===== config.mk =====
export PLATFORM = sky130hd
export DESIGN_NAME = dab_pwm_modulator
export DESIGN_NICKNAME = d
export VERILOG_FILES = /design/src/rtl/dab_pkg.sv /design/src/rtl/dab_deadtime_leg.sv /design/src/rtl/dab_pwm_modulator.sv
export SDC_FILE = /design/constraint.sdc
export NUM_CORES = 1
export LEC_CHECK = 0
export CORE_ASPECT_RATIO = 0.5
export CORE_UTILIZATION = 54
export CTS_BUF_LIST = sky130_fd_sc_hd__clkbuf_2 sky130_fd_sc_hd__clkbuf_4 sky130_fd_sc_hd__clkbuf_8
export CTS_CLUSTER_DIAMETER = 200
export CTS_CLUSTER_SIZE = 12
export DETAILED_ROUTE_END_ITERATION = 10
export PLACE_DENSITY = 0.77
export SLEW_MARGIN = 20
export SYNTH_ARGS = -nofsm -noshare
export SYNTH_HDL_FRONTEND = slang
export SYNTH_SLANG_ARGS = --single-unit
export TNS_END_PERCENT = 30

===== constraint.sdc =====
create_clock -name clk -period 6.1 [get_ports clk]
set_input_delay 0.915 -clock clk [delete_from_list [all_inputs] [get_ports clk]]
set_output_delay 0.915 -clock clk [all_outputs]
set_load 0.005 [all_outputs]

===== src/rtl/dab_pkg.sv =====
// Shared constants, types and helpers for the dual-active-bridge PWM modulator.
package dab_pkg;

  localparam int unsigned ANGLE_W    = 9;
  localparam int unsigned ANGLE_HALF = 256;
  localparam int unsigned N_LEGS     = 4;

  typedef logic [1:0] leg_idx_t;

  // Leg positions inside the gate vectors {B2,A2,B1,A1}
  localparam leg_idx_t LEG_A1 = 2'd0;
  localparam leg_idx_t LEG_B1 = 2'd1;
  localparam leg_idx_t LEG_A2 = 2'd2;
  localparam leg_idx_t LEG_B2 = 2'd3;

  typedef logic [ANGLE_W-1:0] angle_t;

  typedef struct packed {
    angle_t tau1;
    angle_t tau2;
    angle_t phi;
  } mod_cmd_t;

  // Zero-state widths cannot be negative; negative requests collapse to 0
  function automatic angle_t clamp_tau(input angle_t t);
    return t[ANGLE_W-1] ? '0 : t;
  endfunction

  // Ideal leg state: high during the first half-period after the leg offset
  function automatic logic in_first_half(input angle_t ph, input angle_t off);
    angle_t d;
    d = ph - off;
    return ~d[ANGLE_W-1];
  endfunction

endpackage


===== src/rtl/dab_deadtime_leg.sv =====
// One bridge leg: registers the ideal state and drives a complementary
// high/low gate pair with a dead-time gap inserted on every transition.
module dab_deadtime_leg
  import dab_pkg::*;
#(
  parameter int unsigned DT = 10
) (
  input  logic clk,
  input  logic rst_n,
  input  logic en,
  input  logic s,
  output logic g_hi,
  output logic g_lo
);

  logic       s_r;
  logic [7:0] cnt;
  logic       changed;

  // A transition of the ideal state restarts the dead-time window
  always_comb begin
    changed = (s != s_r);
  end

  // State register, dead-time counter and registered gate outputs
  always_ff @(posedge clk or negedge rst_n) begin
    if (!rst_n) begin
      s_r  <= 1'b0;
      cnt  <= '0;
      g_hi <= 1'b0;
      g_lo <= 1'b0;
    end else begin
      s_r <= s;
      if (!en) begin
        cnt  <= '0;
        g_hi <= 1'b0;
        g_lo <= 1'b0;
      end else if (changed) begin
        if (DT == 0) begin
          g_hi <= s;
          g_lo <= ~s;
        end else begin
          cnt  <= 8'd1;
          g_hi <= 1'b0;
          g_lo <= 1'b0;
        end
      end else if (cnt >= 8'(DT)) begin
        g_hi <= s_r;
        g_lo <= ~s_r;
      end else begin
        cnt  <= cnt + 8'd1;
        g_hi <= 1'b0;
        g_lo <= 1'b0;
      end
    end
  end

endmodule


===== src/rtl/dab_pwm_modulator.sv =====
// Triple-phase-shift modulator for a dual-active bridge: phase carrier,
// double-buffered modulation commands and four dead-time-protected legs.
module dab_pwm_modulator
  import dab_pkg::*;
#(
  parameter int unsigned DIV = 2,
  parameter int unsigned DT  = 10
) (
  input  logic                      clk,
  input  logic                      rst_n,
  input  logic                      enable,
  input  logic                      ctrl_valid,
  input  logic signed [ANGLE_W-1:0] tau1,
  input  logic signed [ANGLE_W-1:0] tau2,
  input  logic signed [ANGLE_W-1:0] phi,
  output logic [N_LEGS-1:0]         gate_hi,
  output logic [N_LEGS-1:0]         gate_lo,
  output logic                      period_start,
  output logic                      upd_ack
);

  localparam int unsigned PW = (DIV > 1) ? $clog2(DIV) : 1;

  logic [PW-1:0]     pre;
  angle_t            ph;
  mod_cmd_t          shadow;
  mod_cmd_t          active;
  mod_cmd_t          cmd_in;
  logic              pending;
  logic              tick;
  logic              wrap;
  logic              upd_now;
  logic [N_LEGS-1:0] s;

  // Input conditioning and carrier/update event decode
  always_comb begin
    cmd_in.tau1 = clamp_tau(tau1);
    cmd_in.tau2 = clamp_tau(tau2);
    cmd_in.phi  = phi;
    tick        = enable && (pre == PW'(DIV - 1));
    wrap        = tick && (ph == '1);
    upd_now     = wrap && (pending || ctrl_valid);
  end

  // Prescaler and phase counter, parked at zero while disabled
  always_ff @(posedge clk or negedge rst_n) begin
    if (!rst_n) begin
      pre <= '0;
      ph  <= '0;
    end else if (!enable) begin
      pre <= '0;
      ph  <= '0;
    end else if (tick) begin
      pre <= '0;
      ph  <= ph + 1'b1;
    end else begin
      pre <= pre + 1'b1;
    end
  end

  // Shadow capture and period-boundary transfer; a command arriving on the
  // boundary cycle itself bypasses the shadow so it is not lost for a period
  always_ff @(posedge clk or negedge rst_n) begin
    if (!rst_n) begin
      shadow       <= '0;
      active       <= '0;
      pending      <= 1'b0;
      period_start <= 1'b0;
      upd_ack      <= 1'b0;
    end else begin
      period_start <= wrap;
      upd_ack      <= upd_now;
      if (ctrl_valid) begin
        shadow <= cmd_in;
      end
      if (upd_now) begin
        active  <= ctrl_valid ? cmd_in : shadow;
        pending <= 1'b0;
      end else if (ctrl_valid) begin
        pending <= 1'b1;
      end
    end
  end

  // Ideal leg states from the carrier and the active leg offsets
  always_comb begin
    s         = '0;
    s[LEG_A1] = in_first_half(ph, '0);
    s[LEG_B1] = in_first_half(ph, angle_t'(ANGLE_HALF) + active.tau1);
    s[LEG_A2] = in_first_half(ph, active.phi);
    s[LEG_B2] = in_first_half(ph, active.phi + angle_t'(ANGLE_HALF) + active.tau2);
  end

  for (genvar g = 0; g < N_LEGS; g++) begin : g_leg
    dab_deadtime_leg #(.DT(DT)) u_leg (
      .clk  (clk),
      .rst_n(rst_n),
      .en   (enable),
      .s    (s[g]),
      .g_hi (gate_hi[g]),
      .g_lo (gate_lo[g])
    );
  end

endmodule


==> results of run 1 <==
## how the worst max path moves through the flow
stage	from	to	slack [ps]	depth (start not counted)
after global placement	enable	active[23]	3000	7
after CTS	ph[3]	g_leg[3].u_leg.cnt[1]	2960	11
after global routing	ph[3]	g_leg[3].u_leg.cnt[1]	2760	11
after floorplan	ph[3]	g_leg[3].u_leg.cnt[4]	3360	11
final	ph[3]	g_leg[3].u_leg.cnt[1]	2970	11
after detailed placement	enable	active[22]	2960	7
## routing by layer
layer  global-route usage, %  share of wire, %
met5                       0                 0
met4                    5.32               1.3
met3                    5.18               3.4
met2                    32.4                44
met1                    28.6                51
## final cells by class
class	count	area, µm²
sequential	111	2780
fill	805	3500
clock inverter	4	30.0
tap	135	169
timing repair buffer	44	428
clock buffer	12	153
inverter	59	221
multi-input combinational	292	2350
## Yosys cell counts, drive strengths merged (3+ instances only)
| cell | number |
|---|---|
| a21boi | 5 |
| a21o | 3 |
| a21oi | 6 |
| a41oi | 3 |
| and2 | 7 |
| and3 | 16 |
| and4 | 4 |
| buf | 11 |
| clkbuf | 8 |
| dfrtp | 111 |
| fa | 6 |
| ha | 44 |
| inv | 58 |
| mux2 | 36 |
| nand2 | 37 |
| nand3 | 7 |
| nand4 | 3 |
| nor2 | 15 |
| nor2b | 7 |
| nor3 | 5 |
| nor4 | 3 |
| o21ai | 32 |
| o31ai | 3 |
| or3 | 4 |
| xnor2 | 20 |
| xor2 | 4 |
## metrics by stage
| step | worst slack, ps | power, mW |
|---|---|---|
| detailed placement | 2960 | 0.914 |
| global placement | 3000 | 0.910 |
| floorplan | 3360 | 0.858 |
| finish | 2970 | 1.31 |
| global route | 2760 | 1.37 |
| CTS | 2960 | 1.32 |
## power by group through the flow
stage | registers [mW] | clock network, mW | logic (mW)
after detailed placement | 0.797 | 0 | 0.117
after global placement | 0.796 | 0 | 0.114
after global routing | 0.787 | 0.451 | 0.135
final | 0.782 | 0.410 | 0.116
after floorplan | 0.790 | 0 | 0.0677
after CTS | 0.782 | 0.422 | 0.118
## worst max-delay path: cells and delay by family (launching register included)
| family | cells | cell delay (ps) |
|---|---|---|
| XOR/XNOR | 2 | 530 |
| AO/OA/AOI/OAI | 3 | 650 |
| adder cells (fa/ha/maj) | 3 | 1030 |
| AND/OR/NAND/NOR | 1 | 210 |
| flip-flops | 1 | 500 |
| buffers and inverters | 2 | 140 |
## kinds of logic (layout without fill, tap and decap cells)
group                    Yosys count  after routing  synth area share, %
adder cells (fa/ha/maj)           50             50                 12.3
XOR/XNOR                          25             25                 4.70
multiplexers                      38             38                 7.80
flip-flops                       111            111                 50.9
AND/OR/NAND/NOR                  115            115                 10.9
AO/OA/AOI/OAI                     64             64                 7.41
buffers and inverters             78            119                 5.96
## flip-flops by register name (all words and copies together), names as in the netlist, 4 cells and up
register,count
g_leg.u_leg.cnt,32
active,27
shadow,27
ph,9
g_leg.u_leg.g_hi,4
g_leg.u_leg.g_lo,4
g_leg.u_leg.s_r,4
==> flow_summary.json, run 1 <==
{
  "drt_iter0_drc": 127,
  "drtAntennaViolNets": 0,
  "peakVddDrop_mv": 0.109,
  "seqPwrFrac_pct": 59.8,
  "fp.dieArea_um2": 10500,
  "finClkSkew_ps": 13.3,
  "grt_pass1_vias": 3488,
  "numPortBuffers": 40,
  "synth.distinct_cells": 51,
  "htreeDepth": 3,
  "clk_pin_slew_worst_paths_ps": 100,
  "synthArstFlopShare_pct": 100,
  "vias": 3398,
  "nets": 598,
  "hold_viol": 0,
  "post_cts_buffers": 0,
  "placed_area_um2": 5950,
  "ys_ff_latch": 111,
  "grt-ovfl-total": 0,
  "grt_util_all_layers_pct": 20.6,
  "rows": 25,
  "worst_pin_slew_ps": 913,
  "synth.avg_cell_area_um2": 11.3,
  "ios": 41,
  "cts_buffer_depth": 2,
  "worstSetupStartpointType": "register",
  "die_y_um": 73.1,
  "crit_path_end_kind": "register",
  "r2r_setup_slack_ps": 2970,
  "finalCritPeriodShare_pct": 51.2,
  "yosysSeqAreaShare_pct": 50.9,
  "setup_viol": 0,
  "netlist_instances": 481,
  "antenna_found_initial": 0,
  "core_area_um2": 9630,
  "power-per-cell-area_nw_per_um2": 213,
  "cp_slowest_cell": "fa_1",
  "slew_headroom_pct": 39.2,
  "cts-resized-gates": 0,
  "ctsHoldBuffers": 0,
  "design_area_um2": 6130,
  "die_x_um": 144,
  "maxSlewViolCount": 0,
  "p_comb_share_pct": 8.8,
  "final_cell_mix": "dfrtp_1 (111), inv_1 (58), ha_1 (44)",
  "synth_fp_nets": 562,
  "critical_path.max_stage_delay_ps": 540,
  "min_from": "g_leg[1].u_leg.s_r",
  "tns_ps": 0,
  "fin_cells": 657,
  "ys_warn_count": 0,
  "insertedDiodeCount": 0,
  "netlist_area_um2": 5450,
  "grt_max_degree": 74,
  "final_layout_size_suffix_gt1_share_pct": 12.3,
  "r2r_start": "ph[3]",
  "timing.rr.end": "g_leg[3].u_leg.cnt[1]",
  "finish.utilization_pct": 63.6,
  "root_buffer": "clkbuf_8",
  "synth_edf_count": 0,
  "tritoncts": "yes",
  "yosys.area.top_type": "dfrtp_1",
  "layout_commonest_cell": "dfrtp_1",
  "worstPathArrival_ps": 3440,
  "crit_fanout": 8,
  "p_int_mw": 0.988,
  "drt_first_pass_iters": 4,
  "worstPathCellList": "inv_1, fa_1, inv_1, ha_1, ha_1, a211o_1, a31oi_1, o21ai_0, xnor2_2, xnor2_2, and3_1",
  "cts_buffers": 9,
  "clock_sinks": 111,
  "wire_per_inst_um": 13.9,
  "maxCapViolations": 0,
  "reg2regPathDepth": 11,
  "leakage_nw": 2.97,
  "drc": 0,
  "min_period_ps": 3130,
  "max_freq_mhz": 320,
  "synth_top_area_share_pct": 50.9,
  "place_inst": 641,
  "holdPathEnd": "g_leg[1].u_leg.g_lo",
  "initial_utilization_pct": 56.6,
  "min_path_cells": 1,
  "min_path_type": "register to register",
  "viasPerCell": 5.17,
  "netSwitchingFraction_pct": 24.5,
  "synth_area_leaders": "dfrtp_1 (51%), ha_1 (10%), mux2_2 (7.4%)",
  "gp_congestion": 0.824,
  "rsz0062_at_grt": "no",
  "clk_latency_ps": 380,
  "grt_first_pass_wirelength_um": 16300,
  "whs_ps": 498,
  "syn_to_final_growth_pct": 12.4,
  "pwr-share-clk_pct": 31.3,
  "required_ps": 6410,
  "finalWirelength_um": 9150,
  "synthFlopType": "dfrtp_1",
  "place_hpwl_um": 6560,
  "critical_path_class": "register to register",
  "p_switching_mw": 0.321,
  "outcome": "finished, final reports clean"
}
Power figures use the tool's default switching activity.
==> inputs of run 2 (changes only) <==
PLACE_DENSITY = 0.8   (was 0.77)
clock period = 2.7 ns   (was 6.1 ns; I/O delays follow)
==> run 2 against run 1 <==
Effect of this change: hold slack worse by 340 ps; largest cell class unchanged; critical path depth shrank 1; worst setup slack worse by 3000 ps; largest power group unchanged; sequential share of layout area shrank 2.0 points; maximum frequency increased by 16%; via count increased by 4.7%; clock skew down 3.7 ps.
==> flow_summary.json, run 2 (synthesis results as in run 1) <==
{
  "cp_slowest_cell": "fa_1",
  "rows": 25,
  "setup_viol": 0,
  "finish.utilization_pct": 66.5,
  "r2r_setup_slack_ps": 20,
  "place_inst": 658,
  "grt_first_pass_wirelength_um": 16800,
  "ios": 41,
  "max_freq_mhz": 373,
  "finalWirelength_um": 9890,
  "die_x_um": 144,
  "worstPathCellList": "inv_1, fa_1, inv_1, ha_1, ha_4, nand3_1, o21ai_2, xnor2_2, xnor2_2, and3_1",
  "drt_iter0_drc": 172,
  "reg2regPathDepth": 10,
  "clock_sinks": 111,
  "die_y_um": 73.1,
  "drt_first_pass_iters": 4,
  "critical_path.top_delay_family": "adder cells",
  "finClkSkew_ps": 9.55,
  "maxCapViolations": 0,
  "fin_ws_ps": 15.5,
  "peakVddDrop_mv": 0.253,
  "r2r_start": "ph[7]",
  "clk_latency_ps": 380,
  "worstSetupStartpointType": "register",
  "pre_cts_ws_ps": -110,
  "min_period_ps": 2680,
  "numPortBuffers": 40,
  "final_cell_mix": "dfrtp_1 (111), inv_1 (55), clkdlybuf4s50_1 (39)",
  "m1WireLength_um": 4630,
  "crit_buf_inv": 2,
  "regMostFlops": "g_leg.u_leg.cnt",
  "grt_util_all_layers_pct": 21.3,
  "tns_ps": 0,
  "grt_pass1_vias": 3531,
  "crit_end": "g_leg[3].u_leg.cnt[6]",
  "nets": 618,
  "wire_per_inst_um": 14.6,
  "finalCritPeriodShare_pct": 99.4,
  "final_layout_size_suffix_gt1_share_pct": 18.3,
  "largestRegisters": "g_leg.u_leg.cnt (32), active (27), shadow (27)",
  "viasPerCell": 5.25,
  "min_path_type": "input port to asynchronous set/reset pin",
  "grt-ovfl-total": 0,
  "dr_wl_met3_um": 415,
  "timing.rr.end": "g_leg[3].u_leg.cnt[6]",
  "clk_pin_slew_worst_paths_ps": 100,
  "crit_path_end_kind": "register",
  "largest_register_ffs": 32,
  "cts_buffers": 9,
  "worst_pin_slew_ps": 934,
  "layout_commonest_cell": "dfrtp_1",
  "slew_headroom_pct": 37.7,
  "wl_met2_um": 4680,
  "hold_viol": 0,
  "initial_utilization_pct": 56.6,
  "maxSlewViolCount": 0,
  "place_hpwl_um": 7170,
  "antenna_found_initial": 0,
  "critical_path_class": "register to register",
  "whs_ps": 158,
  "fin_cells": 677,
  "num-fill-cells": 754,
  "outcome": "finished, final reports clean",
  "path_depth": 10,
  "grt_max_degree": 77,
  "drtAntennaViolNets": 0,
  "cts_buffer_depth": 2,
  "worstPathArrival_ps": 3010,
  "tritoncts": "yes",
  "crit_start": "ph[7]",
  "fp.dieArea_um2": 10500,
  "rsz0062_at_grt": "yes",
  "required_ps": 3020,
  "critical_path.max_stage_delay_ps": 530,
  "power-per-cell-area_nw_per_um2": 480,
  "htreeDepth": 3,
  "syn_to_final_growth_pct": 17.5,
  "core_area_um2": 9630,
  "drc": 0,
  "gp_congestion": 0.837,
  "routed.top_layer": "met4",
  "insertedDiodeCount": 0,
  "vias": 3557,
  "root_buffer": "clkbuf_8",
  "leakage_nw": 3.09,
  "crit_fanout": 8
}
## run 2: cell count changes in the layout (fill, tap and decap cells not counted), sizes merged
cell / change
buf: +20
clkinvlp: -1
bufinv: +1
clkbuf: -2
inv: +2
## run 2: metrics by stage
stage	power, mW	instance area (µm²)
floorplan	1.94	5460
global placement	2.06	6080
detailed placement	2.07	6080
CTS	3.10	6320
global route	3.21	6410
finish	3.08	6410
## run 2: cell type report
class / instances / area, µm² / area share, %
Multi-Input combinational cell: 292 / 2460 / 38.3
Sequential cell: 111 / 2780 / 43.3
Clock inverter: 6 / 76.3 / 1.19
Inverter: 59 / 221 / 3.45
Timing Repair Buffer: 64 / 578 / 9.02
Tap cell: 135 / 169 / 2.64
Clock buffer: 10 / 131 / 2.05
## run 2: how the worst min path moves through the flow
stage,from,cells past startpoint,to
CTS,rst_n,1,upd_ack
finish,rst_n,1,upd_ack
detailed placement,g_leg[1].u_leg.s_r,1,g_leg[1].u_leg.g_lo
floorplan,rst_n,0,active[0]
global route,rst_n,1,shadow[18]
global placement,g_leg[1].u_leg.s_r,1,g_leg[1].u_leg.g_lo
## run 2: report_power, final
part | total [mW] | internal [mW] | switching, mW
Clock | 1.03 | 0.456 | 0.579
Sequential | 1.77 | 1.72 | 0.0463
Combinational | 0.275 | 0.134 | 0.141
## run 2: repair_timing
item	in CTS	in global routing
gates resized for setup	4	12
hold buffers	0	0
setup buffers	1	2
endpoints found under the setup margin	9	17
pin swaps	7	17
## run 2: layer usage
layer	track usage, %	vias to the layer above
met4	6.03	0
met5	0	-
met2	35.6	66
met1	28.0	1742
li1	-	1730
met3	5.05	19
==> inputs of run 3 (changes only) <==
HOLD_SLACK_MARGIN = 0.15   (was unset)
SETUP_SLACK_MARGIN = 0.05   (was unset)
==> run 3 against run 2 <==
Effect of this change: die area stayed put; combinational power about the same; cell area is 0.29% lower; worst setup slack improved by 17 ps; first-iteration DRC count down 18%; wire length decreased by 0.66%; global-route usage decreased by 0.84 points; largest cell class unchanged; power is 2.0% lower; clock-buffer cell count stayed put; via count is 1.8% lower; sequential share of layout area rose by 0.13 points; critical endpoint is now g_leg[3].u_leg.cnt[7]; hold slack gained 310 ps.
==> flow_summary.json, run 3 (synthesis results as in run 1) <==
{
  "antenna_found_initial": 0,
  "grt-ovfl-total": 0,
  "cts_buffer_depth": 2,
  "ios": 41,
  "place_hpwl_um": 7030,
  "critical_path_class": "register to register",
  "largestRegisters": "g_leg.u_leg.cnt (32), active (27), shadow (27)",
  "leakage_nw": 3.08,
  "drc": 0,
  "whs_ps": 468,
  "clk_latency_ps": 370,
  "wire_per_inst_um": 14.6,
  "grt_util_all_layers_pct": 20.5,
  "htreeDepth": 3,
  "root_buffer": "clkbuf_8",
  "grt_first_pass_wirelength_um": 16300,
  "r2r_setup_slack_ps": 30,
  "max_freq_mhz": 375,
  "min_path_type": "register to register",
  "placed_area_um2": 6060,
  "initial_utilization_pct": 56.6,
  "peakVddDrop_mv": 0.250,
  "rsz0062_at_grt": "yes",
  "core_area_um2": 9630,
  "finClkSkew_ps": 9.20,
  "reg2regPathDepth": 10,
  "min_period_ps": 2670,
  "pre_cts_ws_ps": -109,
  "finalCritPeriodShare_pct": 98.8,
  "finish.utilization_pct": 66.3,
  "fp.dieArea_um2": 10500,
  "r2r_start": "active[12]",
  "p_comb_share_pct": 9.1,
  "hold_viol": 0,
  "layout_commonest_cell": "dfrtp_1",
  "drt_iter0_drc": 141,
  "rows": 25,
  "vias": 3493,
  "syn_to_final_growth_pct": 17.2,
  "required_ps": 3010,
  "maxSlewViolCount": 0,
  "gp_congestion": 0.780,
  "design_area_um2": 6390,
  "maxCapViolations": 0,
  "slew_headroom_pct": 44.2,
  "finalWirelength_um": 9830,
  "netSwitchingFraction_pct": 24.0,
  "crit_end": "g_leg[3].u_leg.cnt[7]",
  "numPortBuffers": 40,
  "insertedDiodeCount": 0,
  "crit_path_end_kind": "register",
  "power-per-cell-area_nw_per_um2": 472,
  "grt_max_degree": 51,
  "drtAntennaViolNets": 0,
  "final_layout_size_suffix_gt1_share_pct": 17.5,
  "setup_viol": 0,
  "pwr-share-clk_pct": 32.3,
  "final_cell_mix": "dfrtp_1 (111), inv_1 (54), clkdlybuf4s50_1 (39)",
  "grt_pass1_vias": 3457,
  "fin_ws_ps": 32.5,
  "die_y_um": 73.1,
  "crit_start": "active[12]",
  "cts_buffers": 9,
  "regMostFlops": "g_leg.u_leg.cnt",
  "outcome": "finished, final reports clean",
  "crit_fanout": 8,
  "nets": 615,
  "worstPathArrival_ps": 2980,
  "viasPerCell": 5.19,
  "drt_first_pass_iters": 4,
  "clock_sinks": 111,
  "p_int_mw": 2.29,
  "timing.rr.end": "g_leg[3].u_leg.cnt[7]",
  "largest_register_ffs": 32,
  "num-fill-cells": 747,
  "die_x_um": 144,
  "p_switching_mw": 0.725,
  "worstSetupStartpointType": "register",
  "tritoncts": "yes",
  "clk_pin_slew_worst_paths_ps": 100,
  "worst_pin_slew_ps": 830,
  "seqPwrFrac_pct": 58.6
}
run 3: stage by stage:
stage / instances / setup TNS, ps / power, mW
3_5_place_dp: 653 / -807 / 2.07
3_3_place_gp: 653 / -429 / 2.06
4_1_cts: 671 / 0 / 3.06
2_1_floorplan: 481 / 0 / 1.94
5_1_grt: 673 / -607 / 3.16
6_report: 673 / 0 / 3.02
run 3: metal layers:
metal / routed length [µm] / vias up / GRT usage [%] / share of wire, %
met5: 0 / - / 0 / 0
met4: 101 / 0 / 6.62 / 1.0
met3: 284 / 7 / 4.86 / 2.9
met2: 4760 / 45 / 33.1 / 48
met1: 4680 / 1728 / 27.4 / 48
li1: - / 1713 / - / -
run 3: what timing repair did:
item                                   4_1_cts  5_1_grt
gates cloned                                 0        0
endpoints found under the hold margin       48        0
resized for setup                            5       12
hold buffers                                 1        0
pin swaps                                   11       15
setup buffers                                2        2
setup endpoints to repair                   13       18
run 3: worst min path at each step:
stage	from	endpoint	slack [ps]	depth (start not counted)
floorplan	rst_n	active[0]	110	0
global placement	g_leg[1].u_leg.s_r	g_leg[1].u_leg.g_lo	440	1
detailed placement	g_leg[1].u_leg.s_r	g_leg[1].u_leg.g_lo	450	1
CTS	g_leg[1].u_leg.s_r	g_leg[1].u_leg.g_lo	460	1
global route	g_leg[2].u_leg.s_r	g_leg[2].u_leg.g_lo	510	1
finish	g_leg[1].u_leg.s_r	g_leg[1].u_leg.g_lo	470	1
run 3: critical path, cell delays in order (launching register included):
cell and delay (ps):
dfrtp_1 410, fa_1 550, inv_2 50, ha_4 260, ha_4 180, a21o_1 150
a31oi_2 190, o21ai_2 120, xnor2_2 180, xnor2_2 310, and3_1 200
run 3: power by group through the flow:
stage	Sequential, mW	Combinational, mW	Clock, mW
after floorplan	1.79	0.153	0
after global placement	1.80	0.267	0
after detailed placement	1.80	0.275	0
after CTS	1.77	0.279	1.01
after global routing	1.78	0.316	1.06
final	1.77	0.275	0.975
run 3: final cells by class:
class / instances / area (µm²) / share of cell area, %
inverter: 59 / 221 / 3.47
multi-input combinational: 292 / 2440 / 38.3
tap: 135 / 169 / 2.64
sequential: 111 / 2780 / 43.5
clock buffer: 10 / 131 / 2.06
clock inverter: 5 / 60.1 / 0.940
timing repair buffer: 61 / 587 / 9.18
